==> config.mk <==
export PLATFORM = sky130hd
export DESIGN_NAME = ex_fp_pipe
export DESIGN_NICKNAME = d
export VERILOG_FILES = /design/src/rtl/ex_fp_pipe.sv
export SDC_FILE = /design/constraint.sdc
export NUM_CORES = 2
export LEC_CHECK = 0
export BUFFER_PORTS_ARGS = -buffer_cell sky130_fd_sc_hd__buf_4
export CORE_ASPECT_RATIO = 2
export CORE_MARGIN = 8
export CORE_UTILIZATION = 58
export CTS_CLUSTER_SIZE = 14
export DETAILED_ROUTE_END_ITERATION = 8
export PLACE_DENSITY_LB_ADDON = 0.05
export SLEW_MARGIN = 20
export SYNTH_ARGS = -nofsm -noshare
export SYNTH_HDL_FRONTEND = slang
export SYNTH_SLANG_ARGS = --single-unit
==> constraint.sdc <==
create_clock -name clk -period 15.7 [get_ports clk]
set_input_delay 3.14 -clock clk [delete_from_list [all_inputs] [get_ports clk]]
set_output_delay 3.14 -clock clk [all_outputs]
set_load 0.02 [all_outputs]
==> src/rtl/ex_fp_pipe.sv <==
// Pipelined FP execution unit: oldest-ready reservation-station pick, LAT-stage
// floating datapath, ready/valid result port with FP register-file write and flush.
module ex_fp_pipe #(
    parameter int          NUM_RS     = 2,
    parameter int          DATA_W     = 32,
    parameter int          OP_W       = 5,
    parameter int          ADDR_W     = 5,
    parameter int          ROB_W      = 4,
    parameter int          AGE_W      = 4,
    parameter int          LAT        = 3,
    parameter logic [2:0]  ROUND_MODE = 3'b000
) (
    input  logic                       clk,
    input  logic                       rst,
    input  logic                       flush,
    input  logic [NUM_RS-1:0]          rs_valid,
    input  logic [NUM_RS-1:0]          rs_src1_rdy,
    input  logic [NUM_RS-1:0]          rs_src2_rdy,
    input  logic [NUM_RS*DATA_W-1:0]   rs_src1,
    input  logic [NUM_RS*DATA_W-1:0]   rs_src2,
    input  logic [NUM_RS*OP_W-1:0]     rs_op,
    input  logic [NUM_RS*ADDR_W-1:0]   rs_wraddr,
    input  logic [NUM_RS-1:0]          rs_regwrite,
    input  logic [NUM_RS*ROB_W-1:0]    rs_rob_num,
    input  logic [NUM_RS*AGE_W-1:0]    rs_age,
    output logic [NUM_RS-1:0]          rs_issue,
    input  logic                       out_ready,
    output logic                       out_valid,
    output logic [DATA_W-1:0]          out_result,
    output logic [ADDR_W-1:0]          out_wraddr,
    output logic                       out_regwrite,
    output logic [ROB_W-1:0]           out_rob_num,
    output logic [DATA_W-1:0]          writedata_fp,
    output logic [ADDR_W-1:0]          writeaddr_fp,
    output logic                       writeen_fp
);

    typedef struct packed {
        logic [ADDR_W-1:0] wraddr;
        logic              regwrite;
        logic [ROB_W-1:0]  rob_num;
    } meta_t;

    logic              cand_any, issue_en, advance;
    logic [NUM_RS-1:0] sel_oh;
    logic [AGE_W-1:0]  best_age;
    logic [OP_W-1:0]   sel_op, op_q;
    logic [DATA_W-1:0] sel_a, sel_b, a_q, b_q, fp_res;
    meta_t             sel_meta;
    meta_t             meta_q [1:LAT];
    logic [LAT:1]      vld_pipe;

    // Strict '<' keeps the lowest index on equal ages.
    always_comb begin
        cand_any = 1'b0;
        best_age = '0;
        sel_oh   = '0;
        sel_op   = '0;
        sel_a    = '0;
        sel_b    = '0;
        sel_meta = '0;
        for (int i = 0; i < NUM_RS; i++) begin
            if (rs_valid[i] && rs_src1_rdy[i] && rs_src2_rdy[i] &&
                (!cand_any || rs_age[i*AGE_W +: AGE_W] < best_age)) begin
                cand_any          = 1'b1;
                best_age          = rs_age[i*AGE_W +: AGE_W];
                sel_oh            = '0;
                sel_oh[i]         = 1'b1;
                sel_op            = rs_op[i*OP_W +: OP_W];
                sel_a             = rs_src1[i*DATA_W +: DATA_W];
                sel_b             = rs_src2[i*DATA_W +: DATA_W];
                sel_meta.wraddr   = rs_wraddr[i*ADDR_W +: ADDR_W];
                sel_meta.regwrite = rs_regwrite[i];
                sel_meta.rob_num  = rs_rob_num[i*ROB_W +: ROB_W];
            end
        end
    end

    assign advance  = !(out_valid && !out_ready);
    assign issue_en = cand_any && advance && !flush && !rst;
    assign rs_issue = issue_en ? sel_oh : '0;

    always_ff @(posedge clk) begin
        if (rst) begin
            vld_pipe <= '0;
            op_q     <= '0;
            a_q      <= '0;
            b_q      <= '0;
            for (int k = 1; k <= LAT; k++) meta_q[k] <= '0;
        end else begin
            if (advance) begin
                if (issue_en) begin
                    op_q      <= sel_op;
                    a_q       <= sel_a;
                    b_q       <= sel_b;
                    meta_q[1] <= sel_meta;
                end
                for (int k = LAT; k >= 2; k--) meta_q[k] <= meta_q[k-1];
            end
            if (flush) begin
                vld_pipe <= '0;
            end else if (advance) begin
                for (int k = LAT; k >= 2; k--) vld_pipe[k] <= vld_pipe[k-1];
                vld_pipe[1] <= issue_en;
            end
        end
    end

    floating u_fp (
        .aluop  (op_q),
        .a      (a_q),
        .b      (b_q),
        .mode   (ROUND_MODE),
        .result (fp_res)
    );

    generate
        if (LAT == 1) begin : g_lat1
            assign out_result = fp_res;
        end else begin : g_latn
            // res_q[0] is stage 2, res_q[LAT-2] is the output stage.
            logic [DATA_W-1:0] res_q [LAT-1];
            always_ff @(posedge clk) begin
                if (rst) begin
                    for (int k = 0; k < LAT-1; k++) res_q[k] <= '0;
                end else if (advance) begin
                    res_q[0] <= fp_res;
                    for (int k = LAT-2; k >= 1; k--) res_q[k] <= res_q[k-1];
                end
            end
            assign out_result = res_q[LAT-2];
        end
    endgenerate

    assign out_valid    = vld_pipe[LAT];
    assign out_wraddr   = meta_q[LAT].wraddr;
    assign out_regwrite = meta_q[LAT].regwrite;
    assign out_rob_num  = meta_q[LAT].rob_num;
    assign writedata_fp = out_result;
    assign writeaddr_fp = out_wraddr;
    assign writeen_fp   = out_valid && out_regwrite && out_ready && !flush;

endmodule

// Single-precision add/sub/mul. Denormal inputs/results flush to zero, overflow
// saturates to infinity, NaN/inf inputs are not special-cased. mode 0 = RNE, else truncate.
module floating (
    input  logic [4:0]  aluop,
    input  logic [31:0] a,
    input  logic [31:0] b,
    input  logic [2:0]  mode,
    output logic [31:0] result
);
    localparam logic [4:0] OP_ADD = 5'd0;
    localparam logic [4:0] OP_SUB = 5'd1;
    localparam logic [4:0] OP_MUL = 5'd2;

    logic              sa, sb, swap, ls, res_sign, up, found, is_fp;
    logic [7:0]        ea, eb, le, se, d;
    logic [23:0]       ma, mb, lm, sm;
    logic [4:0]        dcl, lz;
    logic [55:0]       sh;
    logic [27:0]       sm_al, lm_x, s;
    logic [47:0]       p;
    logic signed [9:0] e, ne;
    logic [26:0]       n;
    logic [24:0]       mr;
    logic [22:0]       frac;

    always_comb begin
        sa    = a[31];
        ea    = a[30:23];
        ma    = (ea != 8'd0) ? {1'b1, a[22:0]} : 24'd0;
        sb    = b[31] ^ (aluop == OP_SUB);
        eb    = b[30:23];
        mb    = (eb != 8'd0) ? {1'b1, b[22:0]} : 24'd0;
        swap  = {eb, mb} > {ea, ma};
        le    = swap ? eb : ea;
        se    = swap ? ea : eb;
        lm    = swap ? mb : ma;
        sm    = swap ? ma : mb;
        ls    = swap ? sb : sa;
        d     = le - se;
        dcl   = (d > 8'd31) ? 5'd31 : d[4:0];
        // Bits shifted out of the aligned operand collapse into the sticky bit.
        sh    = {1'b0, sm, 3'b000, 28'd0} >> dcl;
        sm_al = {sh[55:29], sh[28] | (|sh[27:0])};
        lm_x  = {1'b0, lm, 3'b000};
        p     = {24'd0, ma} * {24'd0, mb};

        is_fp    = 1'b1;
        s        = '0;
        e        = '0;
        res_sign = 1'b0;
        if (aluop == OP_MUL) begin
            s        = {p[47:21], |p[20:0]};
            e        = $signed({2'b00, ea}) + $signed({2'b00, eb}) - 10'sd127;
            res_sign = a[31] ^ b[31];
        end else if (aluop == OP_ADD || aluop == OP_SUB) begin
            s        = (sa ^ sb) ? (lm_x - sm_al) : (lm_x + sm_al);
            e        = $signed({2'b00, le});
            res_sign = ls;
        end else begin
            is_fp = 1'b0;
        end

        lz    = '0;
        found = 1'b0;
        for (int k = 26; k >= 0; k--) begin
            if (!found && s[k]) begin
                lz    = 5'(26 - k);
                found = 1'b1;
            end
        end
        if (s[27]) begin
            n  = {s[27:2], s[1] | s[0]};
            ne = e + 10'sd1;
        end else begin
            n  = s[26:0] << lz;
            ne = e - $signed({5'b00000, lz});
        end

        up = (mode == 3'b000) && n[2] && ((|n[1:0]) || n[3]);
        mr = {1'b0, n[26:3]} + {24'd0, up};
        if (mr[24]) begin
            frac = mr[23:1];
            ne   = ne + 10'sd1;
        end else begin
            frac = mr[22:0];
        end

        if (!is_fp || s == 28'd0)  result = 32'd0;
        else if (ne >= 10'sd255)   result = {res_sign, 8'hFF, 23'd0};
        else if (ne <= 10'sd0)     result = {res_sign, 31'd0};
        else                       result = {res_sign, ne[7:0], frac};
    end
endmodule

==> results.md, run 1 <==
- The largest buffer count on any clock path is 2.
- The synthesized design contains 94 enable-type register cells.
- The number of placed I/O pins is 259.
- The tool reported: "[ERROR GRT-0116] Global routing finished with congestion. Check the congestion regions in the DRC Viewer".
- The number of global-route vias before repair is 44,500.
- For this run, the register share of the synthesized area comes to 11.1%.
- The mean post-synth cell area is around 8 sq um.
- The number of different library cells in the post-synthesis netlist is 113.
- The synthesized netlist occupies a cell area of 38,300 sq um.
- The run stopped with a tool error.
- The all-layer global routing usage is 57.1%.
- The total half-perimeter wirelength after legalization and detailed placement is 153,000 um.
- CTS placed an instance of clkbuf_16 at the clock tree root.
- The number of setup buffers added after CTS is 0.
- The total number of H-tree levels is 4.
- After synthesis, the share of flip-flops with an asynchronous set or reset is 0%.
- The post-synthesis sequential element count is 166.
- After global routing the overflow that remains totals 53.
- The net count after synthesis is 5,621.
- The first global-routing pass estimated roughly 310,000 um of wire.
- Measured along the y axis, the die boundary spans 379 um.
- The floorplan has 133 rows.
- The clock net sink count is approximately 170.
- The weighted congestion at the end of routability-driven global placement is 1.20.
- Entering global routing, the biggest net connects 85 pins.
- Yosys printed 0 warnings.
- Progress stopped at global routing (5_1_grt).
- Once placement completed, the tool counted placed cells totaling 5,908.
- The instance count of the mapped netlist is 4,655.
- The count of input and output buffers is roughly 260.
- After clock tree synthesis, the flow added hold-fix buffers numbering 0.
- Among all flip-flop cells after synthesis, the most frequent one is edfxtp_1.
- The effective utilization at floorplan is 58.4%.
- Post-CTS repair changed the size of 0 cells.
- The number of buffers created by CTS is 17.
- Measured along the x axis, the die boundary spans 198 um.
==> stage by stage <==
stage          cell area, sq um  worst slack, ns  hold slack [ns]
3_5_place_dp              43200            0.657            0.446
2_1_floorplan             38300            0.673            0.433
3_3_place_gp              43200            0.938            0.443
4_1_cts                   43800            0.534            0.457
==> kinds of logic after synthesis <==
group	after synthesis	synth area share [%]
flops	166	11.1
fa+ha+maj	790	35.3
simple gates	1560	19.6
mux	128	3.84
xor+xnor	98	2.24
compound gates	891	16.8
buf+inv	1022	11.0
==> Yosys cell counts (11+ instances only) <==
cell type / instances / share of area (%)
mux4_2: 13 / 0.76
nor3_1: 66 / 0.86
a22oi_1: 11 / 0.22
nor2_1: 342 / 3.4
a31oi_1: 37 / 0.60
clkbuf_1: 207 / 2.0
a22o_1: 18 / 0.41
edfxtp_1: 94 / 7.4
xnor2_1: 70 / 1.6
o21a_1: 30 / 0.59
nor2b_1: 31 / 0.51
mux2_2: 20 / 0.59
o21ai_0: 146 / 1.9
a211oi_1: 39 / 0.76
inv_1: 688 / 6.7
and3_1: 66 / 1.1
o21ai_1: 11 / 0.14
ha_1: 305 / 10
and2_1: 220 / 3.6
o31ai_1: 15 / 0.29
dfxtp_1: 72 / 3.8
a211oi_2: 13 / 0.42
o22ai_1: 30 / 0.49
a21o_1: 52 / 1.0
or3_1: 20 / 0.33
nand2b_1: 32 / 0.52
o21bai_1: 32 / 0.63
a21oi_1: 190 / 2.5
a211o_1: 19 / 0.43
buf_4: 87 / 1.7
mux2i_1: 94 / 2.5
nand3_1: 53 / 0.69
xor2_1: 28 / 0.64
o2111ai_1: 14 / 0.32
a222oi_1: 70 / 1.8
fa_1: 485 / 25
nand2_1: 603 / 5.9
nor4_1: 31 / 0.51
buf_2: 26 / 0.34
nand4_1: 19 / 0.31
o211ai_1: 24 / 0.47
==> metal layers <==
metal / GRT usage, % / overflow
met1: 51.3 / 0
met2: 85.1 / 35
met3: 30.0 / 1
met4: 65.7 / 17
met5: 3.50 / 0
==> inputs of run 2 (changes only) <==
- CORE_ASPECT_RATIO: 2 -> default
- CORE_UTILIZATION: 58 -> 40
- CTS_CLUSTER_SIZE: 14 -> default
- PLACE_DENSITY_LB_ADDON: 0.05 -> 0.15
- clock period: 15.7 -> 20.4 ns (I/O delays scaled with it)
==> results.md, run 2 <==
- The cell leakage power is 19.7 nW.
- The pin count of the biggest net entering global routing is 77.
- The normalized max-slew margin is 26.0%.
- Excluding fillers, the count of instances in the completed layout stands at 5,991.
- The adder-cell share of the synthesized area is 35.3%.
- The combinational family with the most area after synthesis is adder cells.
- The library cell used most frequently in the layout, excluding fill and tap cells, is inv_1.
- The cell that appears most often on the critical path is nor2_1.
- Measured in cells, the most critical reg-to-reg path has a length of 65.
- The element type at the critical path end is a flop.
- The required time at the endpoint of the critical path is 20.67 ns.
- The slew at the pin with the worst max-slew slack is 1.10 ns.
- The clock net sink count is 166.
- The critical path contains buffers and inverters numbering 8 combined.
- The critical path is of the flop to flop type.
- The mean post-synth cell area is slightly above 8 sq um.
- In this run the register-to-register setup slack is 2.55 ns.
- The remaining antenna violation count after routing is 0.
- The top cell type's share of synthesized area is 25.4%.
- The number of placement rows is 113.
- The number of enable-type register cells in the synthesized netlist is 94.
- The count of input and output buffers is 258.
- The parity-gate share of the synthesized area counting xor and xnor cells is 2.24%.
- The post-route DRC violation count is 0.
- The cell with the biggest individual delay on the critical path is a2111oi_0.
- The startpoint class of the critical path is a flop.
- In this run, the number of DRC markers left after iteration 0 of detailed routing was 4,391.
- The register ranked first by flip-flop count is g_latn.res_q.
- The worst path needs 17.85 ns of the cycle, external delays included.
- The clock latency on the worst-skew pair is 0.48 ns.
- The core outline area is roughly 95,000 sq um.
- The cell type contributing the most total cell area after synthesis is fa_1.
- The largest buffer count on any clock path is 2.
- The die area is between 100,000 and 150,000 sq um.
- The total half-perimeter wirelength after legalization and detailed placement is 121,000 um.
- Following the worst setup path forward leads to its endpoint at g_latn.res_q[0][0].
- In this design, the largest share of critical-path delay is due to compound AO/OA/AOI/OAI gates.
- The number of failing hold endpoints at the final stage is 0.
- The flip-flop count of the largest register, all copies and words added is 64.
- Routability-driven placement finished with a final weighted congestion of 0.991.
- The all-layer global routing usage is 27.7%.
- Across the VDD grid, the largest voltage drop is roughly 0.080 mV.
- Counting distinct cell types in the post-synthesis netlist gives 113.
- The total count of max-transition violations in the final report came to 0.
- The number of buffers created by CTS is 17.
- The total stage count of the critical path is between 60 and 70.
- The synthesized-area fraction occupied by ao, oa, aoi and oai cells is between 15 and 20%.
- In the synthesized netlist, the number of instances is 4,655.
- The launching instance or port of the critical path is b_q[23].
- The cell area after synthesis is 38,300 sq um.
- After detailed routing, the number of vias per cell comes to 5.83.
- The post-synthesis share of cell area spent on and, or, nand and nor gates is about a fifth.
- By instance count, the leading cell after synthesis is inv_1.
- The initial antenna violation count is 2.
- Setup repair after global routing left no endpoint under its margin.
- Data arrives at the worst endpoint at 18.12 ns.
- Setup violations remaining at the end of the flow were counted as 0.
- The number of fill cells in the layout is approximately 9,600.
- The primary flip-flop cell chosen by synthesis mapping is edfxtp_1.
- The top fanout value on the critical path is 36.
- The total wire length after detailed routing is 151,000 um.
- For this run, the number of Yosys warnings is 0.
- The share of cells above drive strength 1 is 11.4%.
- The width of the die is 325 um.
- After synthesis, the most frequently instantiated cells are inv_1 (688), nand2_1 (603), fa_1 (485), nor2_1 (342), ha_1 (305).
- After the last flow step, the layout net total stands at 5,674.
- The worst hold path belongs to the class flop to flop.
- Across the run, the number of max-cap violations was 0.
- The endpoint identified for the worst register-to-register timing path is g_latn.res_q[0][0].
- The delay of the slowest cell on the worst path is 0.77 ns.
- For this run the aggregate overflow at the end of global routing stands at 0.
- The sum of negative setup slack is 0 ns.
- The library cells used most frequently in the layout, excluding fill and tap cells, are inv_1 (688), nand2_1 (602), fa_1 (485).
- In this run, placement finished with an instance count of between 5,000 and 6,000.
- The per-cell routed wire length is 25.2 um.
- After clock tree synthesis, the repair step resized 0 gates.
- The multiplexer fraction of the synthesized cell area is 3.84%.
- The chip height is between 300 and 400 um.
- The number of global-route vias before repair is 34,300.
- TritonCTS built the clock tree.
- The signed area change from the synthesized netlist to the final layout is 8.94%.
- The net count after synthesis is around 5,600.
- The clock transition time at the flip-flop clock pins of the worst setup and hold paths is 0.10 ns.
- Registers take 4260 sq um.
- The largest registers in the layout are g_latn.res_q x64, a_q x32, b_q x32.
- The number of placed I/O pins is 259.
- The final core area utilization is 43.9%.
- The areal power density over the cells is 67.6 nW/um^2.
- For this run, the detailed router's first-pass iteration total came to 7.
- By area the synthesized netlist is led by fa_1 (25%), ha_1 (10%), edfxtp_1 (7.4%).
- Once the clock tree was built, the setup fixing pass inserted 0 buffers.
- The post-synthesis sequential element count is approximately 170.
- The top achievable clock speed is between 50 and 60 MHz.
- Of the available clock period, the critical path in the final layout requires 87.5%.
- Summing over every cut layer, the via total after detailed routing is 34,900.
- Counting flops with an async set or reset pin after synthesis yields a share of 0%.
- The clock arrives with 0.0282 ns of skew.
- Summing the sequential cell areas from Yosys gives 11.1% of the chip area.
- The worst register-to-register path begins at b_q[23].
- Hold repair after CTS inserted 0 buffers.
- The effective utilization at floorplan is 40.3%.
- The flow ran to the end, and the final reports show no timing, DRC or antenna violations.
- The multi-input combinational cells in the finished layout cover a total of 29,900 sq um.
- The first global-routing pass estimated approximately 230,000 um of wire.
- The tree is rooted in a clkbuf_16.
- In this run the number of H-tree levels came out at 4.
## run 2: area by class of cell
cell class	count	area share, %
diodes	5	0.0300
clock buffers	17	1.02
well taps	1265	3.79
inverters	692	6.23
repair buffers	364	6.54
clock inverters	15	0.423
flip-flops and latches	166	10.2
multi-input cells	3467	71.7
## run 2: how the worst min path moves through the flow
stage	to	startpoint	slack, ns	cells after the start
2_1_floorplan	vld_pipe[1]	vld_pipe[1]	0.43	2
3_3_place_gp	vld_pipe[1]	vld_pipe[1]	0.45	2
3_5_place_dp	vld_pipe[1]	vld_pipe[1]	0.45	2
4_1_cts	vld_pipe[1]	vld_pipe[1]	0.46	2
5_1_grt	vld_pipe[1]	vld_pipe[1]	0.48	2
6_report	vld_pipe[1]	vld_pipe[1]	0.46	2
## run 2: power by group
group,switching [mW],leakage [nW],internal (mW)
clock,0.173,0.292,0.166
combinational,1.39,17.7,0.705
sequential,0.00989,1.70,0.378
## run 2: stage by stage
step	worst slack [ns]	cell area, sq um	power (mW)	hold slack [ns]
4_1_cts	2.86	41700	2.77	0.461
5_1_grt	1.41	41700	2.98	0.481
6_report	2.55	41700	2.82	0.458
3_3_place_gp	2.66	41100	2.44	0.450
3_5_place_dp	2.96	41100	2.41	0.449
2_1_floorplan	5.37	38300	1.87	0.433
## run 2: routing by layer
layer | share of wire (%) | wire length, um | up-vias | track usage (%)
met5 | 0.0066 | 10 | - | 0
met4 | 3.2 | 4830 | 2 | 8.29
met3 | 11 | 15900 | 235 | 7.56
met2 | 43 | 65000 | 1765 | 42.1
met1 | 43 | 65000 | 17300 | 38.2
li1 | - | - | 15600 | -
## run 2: logic make-up (layout without fill, tap and decap cells)
kind of cell               after synthesis  count (layout)
muxes                                  128             128
adders and majority gates              790             790
DFF                                    166             166
other                                    0               5
AOI/OAI and AO/OA                      891             891
xor gates and xnor gates                98              98
buffers and inverters                 1022            1088
and+or+nand+nor                       1560            1560
## run 2: worst register-to-register path, delay by kind of cell (launching register included)
kind	cells	cell delay [ns]
flip-flops	1	0.45
buffers and inverters	8	2.15
AND/OR/NAND/NOR	18	4.59
multiplexers	1	0.18
XOR/XNOR	2	0.44
AO/OA/AOI/OAI	30	7.68
adder cells (fa/ha/maj)	6	2.14
(Power assumes the default switching activity.)
